==> src/rtl/game_pkg.sv <==
// Shared definitions for the goose runner game controller: state encodings,
// screen geometry and a counter-width helper.
package game_pkg;

  typedef enum logic [1:0] {
    ST_IDLE = 2'd0,
    ST_RUN  = 2'd1,
    ST_HIT  = 2'd2,
    ST_OVER = 2'd3
  } game_state_e;

  localparam int unsigned H_ACTIVE = 640;
  localparam int unsigned V_ACTIVE = 480;

  // Bits needed to hold every value in 0..max_val (at least one).
  function automatic int unsigned cnt_width(input int unsigned max_val);
    return (max_val < 2) ? 1 : $clog2(max_val + 1);
  endfunction

endpackage

==> src/rtl/btn_edge.sv <==
// Button conditioner: two-flop synchronizer followed by a registered
// rising-edge detector. Emits a single one-clock pulse per press, however
// long the button is held. Shared by start and steering buttons.
module btn_edge (
  input  logic clk,
  input  logic reset,
  input  logic btn,
  output logic pulse
);

  logic sync1_q, sync2_q, prev_q, pulse_q;

  // Synchronize the raw button and register the 0->1 edge of the clean copy.
  always_ff @(posedge clk or posedge reset) begin
    if (reset) begin
      sync1_q <= 1'b0;
      sync2_q <= 1'b0;
      prev_q  <= 1'b0;
      pulse_q <= 1'b0;
    end else begin
      sync1_q <= btn;
      sync2_q <= sync1_q;
      prev_q  <= sync2_q;
      pulse_q <= sync2_q & ~prev_q;
    end
  end

  assign pulse = pulse_q;

endmodule

==> src/rtl/game_ctrl.sv <==
// Per-frame game controller: frame tick generation, goose/bean collision
// latch, game state machine (idle/run/hit/over) and score keeping.
// Optional feature macro: GAME_HISCORE_EN keeps a best-score register that
// is updated on each RUN->HIT transition; without it hiscore is tied to 0.
module game_ctrl
  import game_pkg::*;
#(
  parameter int unsigned SCORE_W          = 10,
  parameter int unsigned FRAMES_PER_POINT = 60,
  parameter int unsigned HIT_FRAMES       = 30
) (
  input  logic               clk,
  input  logic               reset,
  input  logic               video_on,
  input  logic [9:0]         x,
  input  logic [9:0]         y,
  input  logic               goose,
  input  logic               bean,
  input  logic               btn_start,
  output logic [1:0]         state,
  output logic               run,
  output logic               game_over,
  output logic               hit_flash,
  output logic               frame_tick,
  output logic [SCORE_W-1:0] score,
  output logic [SCORE_W-1:0] hiscore
);

  localparam int unsigned FRAME_W = cnt_width(FRAMES_PER_POINT - 1);
  // hit_cnt[2:0] drives the flash cadence, so keep at least three bits.
  localparam int unsigned HIT_W   = (cnt_width(HIT_FRAMES) < 3) ? 3 : cnt_width(HIT_FRAMES);

  logic               vblank_start;
  logic               vblank_q;
  logic               frame_tick_q;
  logic               hit_pend_q;
  logic               start_p;

  game_state_e        state_q, state_d;
  logic [SCORE_W-1:0] score_q, score_d;
  logic [FRAME_W-1:0] frame_cnt_q, frame_cnt_d;
  logic [HIT_W-1:0]   hit_cnt_q, hit_cnt_d, hit_cnt_inc;
  logic               hit_flash_q, hit_flash_d;

  assign vblank_start = (y == 10'(V_ACTIVE)) && (x == 10'd0);
  assign hit_cnt_inc  = hit_cnt_q + HIT_W'(1);

  btn_edge u_start (
    .clk   (clk),
    .reset (reset),
    .btn   (btn_start),
    .pulse (start_p)
  );

  // One-clock frame pulse on the first clock vblank_start is seen; the
  // pixel position is held for several clocks, hence the edge detect.
  always_ff @(posedge clk or posedge reset) begin
    if (reset) begin
      vblank_q     <= 1'b0;
      frame_tick_q <= 1'b0;
    end else begin
      vblank_q     <= vblank_start;
      frame_tick_q <= vblank_start & ~vblank_q;
    end
  end

  // Sticky per-frame overlap flag; the frame tick clear takes priority.
  always_ff @(posedge clk or posedge reset) begin
    if (reset) begin
      hit_pend_q <= 1'b0;
    end else if (frame_tick_q) begin
      hit_pend_q <= 1'b0;
    end else if (video_on && goose && bean) begin
      hit_pend_q <= 1'b1;
    end
  end

  // FSM state register.
  always_ff @(posedge clk or posedge reset) begin
    if (reset) begin
      state_q <= ST_IDLE;
    end else begin
      state_q <= state_d;
    end
  end

  // FSM next-state logic.
  always_comb begin
    state_d = state_q;
    unique case (state_q)
      ST_IDLE, ST_OVER: if (start_p) state_d = ST_RUN;
      ST_RUN:           if (frame_tick_q && hit_pend_q) state_d = ST_HIT;
      ST_HIT: begin
        if (frame_tick_q && (hit_cnt_q == HIT_W'(HIT_FRAMES - 1))) state_d = ST_OVER;
      end
      default:          state_d = ST_IDLE;
    endcase
  end

  // FSM outputs decoded straight from the state register.
  always_comb begin
    state     = state_q;
    run       = (state_q == ST_RUN);
    game_over = (state_q == ST_OVER);
  end

  // Score, frame and hit counters advanced per state on the qualifying event.
  always_comb begin
    score_d     = score_q;
    frame_cnt_d = frame_cnt_q;
    hit_cnt_d   = hit_cnt_q;
    hit_flash_d = hit_flash_q;
    unique case (state_q)
      ST_IDLE, ST_OVER: begin
        if (start_p) begin
          score_d     = '0;
          frame_cnt_d = '0;
          hit_cnt_d   = '0;
          hit_flash_d = 1'b0;
        end
      end
      ST_RUN: begin
        if (frame_tick_q) begin
          if (hit_pend_q) begin
            // A hit frame never scores.
            hit_cnt_d   = '0;
            hit_flash_d = 1'b0;
          end else if (frame_cnt_q == FRAME_W'(FRAMES_PER_POINT - 1)) begin
            frame_cnt_d = '0;
            if (score_q != {SCORE_W{1'b1}}) score_d = score_q + SCORE_W'(1);
          end else begin
            frame_cnt_d = frame_cnt_q + FRAME_W'(1);
          end
        end
      end
      ST_HIT: begin
        if (frame_tick_q) begin
          hit_cnt_d = hit_cnt_inc;
          if (hit_cnt_inc[2:0] == 3'd0) hit_flash_d = ~hit_flash_q;
          if (hit_cnt_q == HIT_W'(HIT_FRAMES - 1)) hit_flash_d = 1'b0;
        end
      end
      default: ;
    endcase
  end

  // Counter and flash registers.
  always_ff @(posedge clk or posedge reset) begin
    if (reset) begin
      score_q     <= '0;
      frame_cnt_q <= '0;
      hit_cnt_q   <= '0;
      hit_flash_q <= 1'b0;
    end else begin
      score_q     <= score_d;
      frame_cnt_q <= frame_cnt_d;
      hit_cnt_q   <= hit_cnt_d;
      hit_flash_q <= hit_flash_d;
    end
  end

  assign frame_tick = frame_tick_q;
  assign hit_flash  = hit_flash_q;
  assign score      = score_q;

`ifdef GAME_HISCORE_EN
  logic               enter_hit;
  logic [SCORE_W-1:0] hiscore_q;

  assign enter_hit = (state_q == ST_RUN) && frame_tick_q && hit_pend_q;

  // Best score captured as each game ends; only reset clears it.
  always_ff @(posedge clk or posedge reset) begin
    if (reset) begin
      hiscore_q <= '0;
    end else if (enter_hit && (score_q > hiscore_q)) begin
      hiscore_q <= score_q;
    end
  end

  assign hiscore = hiscore_q;
`else
  assign hiscore = '0;
`endif

endmodule

==> config.mk <==
export PLATFORM = sky130hd
export DESIGN_NAME = game_ctrl
export DESIGN_NICKNAME = d
export VERILOG_FILES = /design/src/rtl/game_pkg.sv /design/src/rtl/btn_edge.sv /design/src/rtl/game_ctrl.sv
export SDC_FILE = /design/constraint.sdc
export NUM_CORES = 1
export LEC_CHECK = 0
export BUFFER_PORTS_ARGS = -buffer_cell sky130_fd_sc_hd__buf_4
export CAP_MARGIN = 20
export CORE_ASPECT_RATIO = 1.2
export CORE_UTILIZATION = 29
export DETAILED_ROUTE_END_ITERATION = 6
export PLACE_DENSITY = 0.5
export SLEW_MARGIN = 15
export SYNTH_ARGS = -nofsm -noshare
export SYNTH_HDL_FRONTEND = slang
export SYNTH_SLANG_ARGS = --single-unit
==> constraint.sdc <==
create_clock -name clk -period 1.8 [get_ports clk]
set_input_delay 0.45 -clock clk [delete_from_list [all_inputs] [get_ports clk]]
set_output_delay 0.45 -clock clk [all_outputs]
set_load 0.05 [all_outputs]
# ---- Word level (Yosys, flattened, before mapping)
# Cells that the tools add are included.
dict set report totals {
  regBits 31
  output_inout_bits 26
  wordCells 82
}
dict set report classes {
  n_addsub 3
  eq_ne 17
  mux 29
  bitwise 5
  n_reduce_logical 16
}
# op count
set ops {}
lappend ops {{two-way mux 10 bit} 5}
lappend ops {{two-way mux 6 bit} 4}
lappend ops {{two-way mux 5 bit} 4}
lappend ops {{case mux 10 bit (2 select lines)} 1}
lappend ops {{case mux 5 bit (3 select lines)} 1}
lappend ops {{!= test 2 x 1 -> 1 bit (second input constant)} 6}
lappend ops {{case mux 6 bit (2 select lines)} 1}
lappend ops {{adder 10 x 1 -> 10 bit (second input constant)} 1}
lappend ops {{equality test 10 x 9 -> 1 bit (second input constant)} 1}
lappend ops {{zero test 10 bit} 1}
lappend ops {{!= test 10 bit (second input constant)} 1}
lappend ops {{two-way mux 1 bit} 8}
lappend ops {{AND reduction 4 bit} 2}
lappend ops {{adder 6 x 1 -> 6 bit (second input constant)} 1}
lappend ops {{equality test 6 bit (second input constant)} 1}
lappend ops {{two-way mux 2 bit} 3}
lappend ops {{!= test 2 bit (second input constant)} 3}
lappend ops {{case mux 2 bit (3 select lines)} 1}
lappend ops {{AND reduction 6 bit} 1}
lappend ops {{adder 5 x 1 -> 5 bit (second input constant)} 1}
lappend ops {{equality test 5 bit (second input constant)} 1}
lappend ops {{logical AND 1 bit} 5}
lappend ops {{AND reduction 5 bit} 1}
lappend ops {{equality test 2 bit (second input constant)} 2}
lappend ops {{10 further kinds} 14}

# ---- Logic depth before layout (Yosys ltp)
# Gate-level depths: netlist of run 1.
dict set report logic_depth {
  depth_word 6
  mapped_depth 9
}

# ---- Cells and area by module
# From an unflattened synthesis of run 1, not the netlist that was laid out.
dict set report hier_totals {
  cells_unflattened 191
  hier_area_um2 1853.0
}
# module instances cells_each area_each_um2
set by_module_without_submodules {}
lappend by_module_without_submodules {game_ctrl 1 185 1735.4}
lappend by_module_without_submodules {btn_edge 1 6 117.6}

# ---- Worst setup path after synthesis of run 1
# No wires, ideal clock.
dict set report synth_path {
  kind {reg-to-reg}
  startpoint {register state_q[0] (netlist: state[0])}
  endpoint {register score_q[3] (netlist: score[3])}
  arrival_time_ns 2.394
  t_required_ns 1.652
  setup_slack_ns -0.742
  stages_incl_launch_ff 8
  path_buffers 2
  path_cell_list {dfrtp_1 -> ha_1 -> and3b_1 -> o21ai_2 -> buf_6 -> buf_2 -> o41ai_1 -> o31ai_1}
}
dict set report synth_between {
  elab_cells_between_ends 12
}
# item line
set synth_rtl {}
lappend synth_rtl {{from (decl)} game_ctrl.sv:39} ;# game_state_e state_q, state_d;
lappend synth_rtl {{from (signal assigned)} game_ctrl.sv:83} ;# state_q <= state_d;
lappend synth_rtl {{equality test 2 x 1 -> 1 bit (*)} n/a}
lappend synth_rtl {{net run} game_ctrl.sv:21} ;# output logic run,
lappend synth_rtl {{!= test 2 x 1 -> 1 bit (no source line) (tied with other cells)} n/a}
lappend synth_rtl {{AND reduction 6 bit (no source line)} n/a}
lappend synth_rtl {{to (signal assigned)} game_ctrl.sv:155} ;# score_q <= score_d;
lappend synth_rtl {{to (decl)} game_ctrl.sv:40} ;# logic [SCORE_W-1:0] score_q, score_d;
# The timed path passes the listed nets; every way through them passes the cells marked *.
# A chain may end at the register's enable or synchronous reset.

# ---- Worst setup path after layout of run 1
dict set report layout_path {
  startpoint {register state_q[1] (netlist: state[1])}
  endpoint {register score_q[8] (netlist: score[8])}
}
dict set report layout_between {
  elab_chain_len 4
  elab_cells_between_ends 12
}
# item line
set layout_rtl {}
lappend layout_rtl {{equality test 2 bit or zero test 2 bit (tied branches)} game_ctrl.sv:113} ;# unique case (state_q)
lappend layout_rtl {{OR reduction 2 bit} game_ctrl.sv:113}
lappend layout_rtl {{!= test 2 x 1 -> 1 bit (no source line) or nonzero test 2 bit (tied branches)} n/a}
lappend layout_rtl {{AND reduction 6 bit (no source line)} n/a}
# Several ways; a longest one is shown, not always the timed one.

==> results of run 1 <==
-- tightest hold or removal path, stage by stage --
cell,delay (ps)
buf_4,100
inv_1,40
buf_4,370
-- cells by family (layout without fill, tap and decap cells) --
| logic type | after synthesis | after routing |
|---|---|---|
| other | 1 | 10 |
| buffers and inverters | 23 | 89 |
| flip-flops | 31 | 31 |
| multiplexers | 4 | 4 |
| AND/OR/NAND/NOR | 73 | 73 |
| adder cells (fa/ha/maj) | 9 | 9 |
| AO/OA/AOI/OAI | 44 | 44 |
| XOR/XNOR | 3 | 3 |
-- cell type report --
cell class | instances | area share [%]
multi-input cells | 143 | 40.3
flip-flops and latches | 31 | 29.0
repair buffers | 73 | 21.3
well taps | 82 | 3.83
clock buffers | 6 | 3.08
clock inverters | 2 | 1.31
inverters | 8 | 1.12
-- what timing repair did --
| action | 4_1_cts | 5_1_grt |
|---|---|---|
| hold endpoints to repair | 0 | 0 |
| resized for setup | 1 | 19 |
| setup buffers | 1 | 3 |
| endpoints found under the setup margin | 6 | 15 |
| gates cloned | 0 | 0 |
| pin swaps | 0 | 3 |
-- per-layer routing --
layer  track usage, %  wire, µm
met5                0         0
met4             6.69       106
met3             3.27       121
met2             22.9      2240
met1             19.2      2060
-- worst paths after layout --
kind	start	endpoint	slack, ps	depth (start not counted)
min in group clk	btn_start	u_start.sync1_q	270	1
hold reg to reg	u_start.sync1_q	u_start.sync2_q	350	0
setup reg to reg	state[1]	score[8]	-40	6
hold / removal	reset	hit_cnt_q[4]	260	3
setup / recovery	state[1]	score[8]	-40	6
max in group asynchronous	reset	state[1]	1230	3
-- report_power, final --
part	switching, mW	internal (mW)	leakage (nW)
Combinational	1.14	0.904	0.746
Sequential	0.0689	0.767	0.410
Clock	0.269	0.448	0.0612
Total	1.48	2.12	1.22
-- stage by stage --
step                TNS [ps]  power [mW]  utilization (%)  setup slack [ps]
global route            -886        3.85             44.3              -149
global placement           0        2.67             40.5              11.9
finish                 -97.2        3.60             44.3             -37.6
CTS                     -275        3.45             42.6             -55.8
detailed placement      -205        2.68             40.5             -55.9
floorplan              -1820        2.06                -              -192
-- cell usage in the layout (no fill, tap or decap), types with 3 or more instances in the layout --
master / synthesis / final
nor2b_1: 4 / 3
conb_1: 1 / 10
buf_4: 10 / 69
inv_1: 8 / 6
o21ai_1: 6 / 6
and3_1: 4 / 4
and4_1: 5 / 5
buf_6: 1 / 3
o31ai_2: 0 / 3
nand2_1: 11 / 11
nor2_1: 10 / 10
ha_1: 9 / 7
nand4_1: 6 / 6
nand3_1: 10 / 10
dfrtp_1: 31 / 29
o41ai_2: 0 / 4
nand2b_1: 7 / 7
a21oi_2: 0 / 3
mux2i_1: 4 / 4
clkbuf_8: 0 / 6
a21oi_1: 7 / 4
xor2_1: 3 / 3
o31ai_1: 7 / 4
o21ai_0: 3 / 3
or4_4: 1 / 4
-- registers in the layout (all words and copies together) (netlist names) --
signal	flops
frame_tick	1
vblank_q	1
hit_pend_q	1
score	10
hit_cnt_q	5
u_start.prev_q	1
u_start.sync1_q	1
hit_flash	1
frame_cnt_q	6
u_start.sync2_q	1
u_start.pulse	1
state	2
==> key figures, run 1 <==
Global routing
  – Total grt overflow: 0
  – Global-route wire length before repair: 7.25 mm
  – Initial antenna violation count: 0
  – Largest net degree at the start of global routing: 32
  – Vias in the first global route: 1469
  – Overall routing resource usage: 14.7%

Final layout
  – Fin nets: 297
  – Ratio of cells with drive above 1 in the final layout: 41.4%
  – Area growth from synthesis to layout: 46.8%
  – FF/Latch Area: 778 µm²
  – Design Area, Final: 0.00268 mm²
  – Multi-input logic area: 0.00108 mm²
  – Fin cells: 345
  – Filler Cells Inserted: 604
  – # diodes: 0

Clock network
  – TritonCTS clock tree: yes
  – Cts hold-fix bufs: 0
  – Clock Path Buffers: 2
  – H-tree depth: 2
  – Total CTS buffers: 5
  – Clock-pin slew on the worst setup and hold paths: 70 ps
  – Root Driver: clkbuf_8
  – CTS sink count: 31
  – Clock latency at the later pin of the worst-skew pair: 280 ps

Timing
  – Fmax: 544 MHz
  – Hold slack: 258 ps
  – Setup WS post-layout: -37.6 ps
  – Fin crit share: 102%
  – Period minus WS final: 1840 ps
  – Pins Over Slew Limit: 0
  – Final setup viols: 6
  – Final hold vios: 0
  – Clock Skew: 6.14 ps
  – Unrepaired setup endpoints after global routing: yes

Worst setup path
  – Critical Path AT: 2030 ps
  – Worst Path Buf+Inv: 1
  – CP endpoint kind: flip-flop
  – WS Path Type: flip-flop to flip-flop
  – Worst Path Max Fanout: 7
  – Critical-path top delay cell: or4_4
  – CP startpoint kind: flip-flop
  – CP peak stage delay: 540 ps
  – Crit path required time: 1990 ps
  – Critical path, cell by cell: inv_2, ha_4, and3b_2, o21ai_4, or4_4, o31ai_2
  – Family with the most delay on the worst path: simple AND/OR/NAND/NOR gates

Die
  – Die Span X: 74.4 µm
  – Die area: 0.00662 mm²
  – Core ar.: 0.00605 mm²
  – Number of placement rows: 31
  – Die Span Y: 88.9 µm
  – Initial Utilization: 30.2%
  – IO Count: 52

Placement
  – I/O Buffers: 41
  – Placement Cell Area: 0.00245 mm²
  – Placed insts: 334
  – Hpwl dp: 3.37 mm
  – GPL Wtd Cong: 0.757

Route
  – DR vias/cell: 4.78
  – WL/cell: 13.1 µm
  – Routed wire length: 4.53 mm
  – Drt first-iter violations: 47
  – Detailed Routing Iterations Pass 1: 4
  – # DRC: 0
  – Post-DRT Antenna Nets: 0
  – Total number of vias: 1649

Run status
  – Outcome: finished, violations left
  – Failing checks: negative setup slack

Job
  – Max Cap Viol: 0

Yosys
  – Top cells by count, synth: 31 x dfrtp_1, 11 x nand2_1, 10 x buf_4, 10 x nand3_1, 10 x nor2_1
  – Post-synthesis async set-or-reset flop share: 100%
  – Yosys cell types: 46
  – Synthesized-area fraction occupied by adder cells: 6.17%
  – EDFF count, synth: 0
  – Largest family of logic cells by synthesized area: simple AND/OR/NAND/NOR gates
  – Mux cell area share after synthesis: 2.19%
  – Synth Area in Simple Gates: 23.0%
  – Synth area leaders: dfrtp_1 42%, ha_1 6.2%, buf_4 4.1%, o31ai_1 2.9%, nand3_1 2.7%
  – Sequential area share after synthesis: 42.5%
  – Syn avg cell area: 9.71 µm²
  – Mapped cell area: 0.00183 mm²
  – Post-synth top area share: 42.5%
  – Flops & latches, synth: 31
  – XOR/XNOR Fraction of Synth Area: 1.44%
  – Synth Area in Compound Gates: 17.2%
  – Post-Synthesis Cells: 188
  – Top FF cell, synth: dfrtp_1
  – Yosys top cell by area: dfrtp_1
  – Cell with the most instances after synthesis: dfrtp_1
  – Synthesis warning total: 0

Min path
  – Worst Hold Class: primary input to async pin

Power and ir drop
  – Pwr/cell area: 1340 mW/mm²
  – Leak Pwr: 1.22 nW
  – Worst VDD drop: 754 µV
No activity file was read; power rests on OpenSTA's default activity.
==> inputs of run 2 (changes only) <==
--- a/config.mk
+++ b/config.mk
@@ -10,7 +10,7 @@
 export CORE_ASPECT_RATIO = 1.2
 export CORE_UTILIZATION = 29
 export DETAILED_ROUTE_END_ITERATION = 6
-export PLACE_DENSITY = 0.5
+export PLACE_DENSITY = 0.49
 export SLEW_MARGIN = 15
 export SYNTH_ARGS = -nofsm -noshare
 export SYNTH_HDL_FRONTEND = slang
==> constraint.sdc (replaced) <==
create_clock -name clk -period 2.19 [get_ports clk]
set_input_delay 0.5475 -clock clk [delete_from_list [all_inputs] [get_ports clk]]
set_output_delay 0.5475 -clock clk [all_outputs]
set_load 0.05 [all_outputs]
==> key figures, run 2 (same netlist as run 1, synthesis figures left out) <==
Run status
  – Outcome: finished, final reports clean

Route
  – # DRC: 0
  – Drt first-iter violations: 88
  – Post-DRT Antenna Nets: 0
  – WL/cell: 12.5 µm
  – Detailed Routing Iterations Pass 1: 4
  – DR vias/cell: 4.89
  – Total number of vias: 1590
  – Routed wire length: 4.07 mm

Power and ir drop
  – Pwr/cell area: 1030 mW/mm²
  – Pint: 1.36 mW
  – Net Switching: 1.07 mW
  – Overall Power: 2.42 mW
  – Worst VDD drop: 557 µV
  – Clock Power Share: 18.0%
  – Comb pwr share: 53.3%
  – Reg power frac: 28.7%
  – Switching share of power: 44.1%
  – Leak Pwr: 1.07 nW

Global routing
  – Vias in the first global route: 1473
  – Initial antenna violation count: 0
  – Total grt overflow: 0
  – Overall routing resource usage: 13.6%
  – Largest net degree at the start of global routing: 32
  – Global-route wire length before repair: 6.87 mm

Worst setup path
  – Worst Path Max Fanout: 10
  – WS Path Type: flip-flop to flip-flop
  – Crit path required time: 2380 ps
  – CP startpoint kind: flip-flop
  – CP endpoint kind: flip-flop
  – Critical Path AT: 2280 ps

Clock network
  – Clock-pin slew on the worst setup and hold paths: 70 ps
  – Root Driver: clkbuf_8
  – Clock Path Buffers: 2
  – Cts hold-fix bufs: 0
  – TritonCTS clock tree: yes
  – Clock latency at the later pin of the worst-skew pair: 280 ps
  – Total CTS buffers: 5
  – H-tree depth: 2
  – CTS sink count: 31

Die
  – Die area: 0.00662 mm²
  – Core ar.: 0.00605 mm²
  – Die Span X: 74.4 µm
  – IO Count: 52
  – Die Span Y: 88.9 µm
  – Number of placement rows: 31
  – Initial Utilization: 30.2%

Final layout
  – # diodes: 0
  – Area growth from synthesis to layout: 29.5%
  – Most frequent cells in the layout: 53 x buf_4, 29 x dfrtp_1, 11 x nand2_1
  – Most common cell after layout, fill and taps aside: buf_4
  – Max FFs per register: 10
  – Final core occ: 39.1%
  – Design Area, Final: 0.00236 mm²
  – Ratio of cells with drive above 1 in the final layout: 28.0%
  – Fin nets: 277

Placement
  – Placement Cell Area: 0.00224 mm²
  – Hpwl dp: 3.02 mm
  – Dpl ws: 116 ps
  – I/O Buffers: 41
  – GPL Wtd Cong: 0.796

Timing
  – Final setup viols: 0
  – Sum Neg Setup Slack: 0 ps
  – Setup WS post-layout: 97.4 ps
  – Fmax: 478 MHz
  – Worst-Margin Slew: 493 ps
  – Clock Skew: 8.34 ps
  – Pins Over Slew Limit: 0
  – Unrepaired setup endpoints after global routing: no
  – Period minus WS final: 2090 ps
  – Fin crit share: 95.6%
  – Final hold vios: 0
  – Relative slew slack: 66.7%

Min path
  – Worst Hold Class: primary input to async pin

Job
  – Max Cap Viol: 0
-- run 2: final timing paths --
kind	to	startpoint	slack, ps	depth (start not counted)
max	score[3]	state[1]	100	9
min	u_start.sync1_q	reset	350	3
max reg2reg	score[3]	state[1]	100	9
min reg2reg	u_start.sync2_q	u_start.sync1_q	350	0
max in group asynchronous	state[1]	reset	1530	3
min in group clk	u_start.sync2_q	u_start.sync1_q	350	0
-- run 2: repair_timing --
action,CTS,global route
endpoints found under the setup margin,0,5
buffers inserted,0,4
resized for setup,0,2
-- run 2: metal layers --
metal,vias up,global-route usage [%],wire [µm]
met5,-,0,0
met4,0,4.46,21
met3,2,4.17,196
met2,47,23.4,2070
met1,749,16.1,1790
li1,792,-,-
-- run 2: through the flow --
stage | hold slack (ps) | instances
2_1_floorplan | 331 | 197
3_3_place_gp | 335 | 313
3_5_place_dp | 341 | 313
4_1_cts | 353 | 321
5_1_grt | 346 | 325
6_report | 353 | 325
-- run 2: final cells by class --
type	count	area, µm²
Tap cell	82	103
Fill cell	646	3690
Clock inverter	2	12.5
Clock buffer	6	72.6
Timing Repair Buffer	53	398
Multi-Input combinational cell	143	970
Inverter	8	30.0
Sequential cell	31	778
-- run 2: power by group through the flow --
| stage | clock, mW | combinational (mW) | sequential (mW) |
|---|---|---|---|
| 2_1_floorplan | 0 | 0.796 | 0.808 |
| 3_3_place_gp | 0 | 1.22 | 0.704 |
| 3_5_place_dp | 0 | 1.21 | 0.708 |
| 4_1_cts | 0.466 | 1.22 | 0.698 |
| 5_1_grt | 0.497 | 1.41 | 0.705 |
| 6_report | 0.435 | 1.29 | 0.697 |
-- run 2: worst max-delay path, cell delays in order (launching register included) --
cell	delay, ps
dfrtp_2	390
inv_1	90
ha_4	210
buf_4	140
buf_4	120
nand2_1	120
nor3_1	70
buf_4	160
or4_4	460
o31ai_1	240
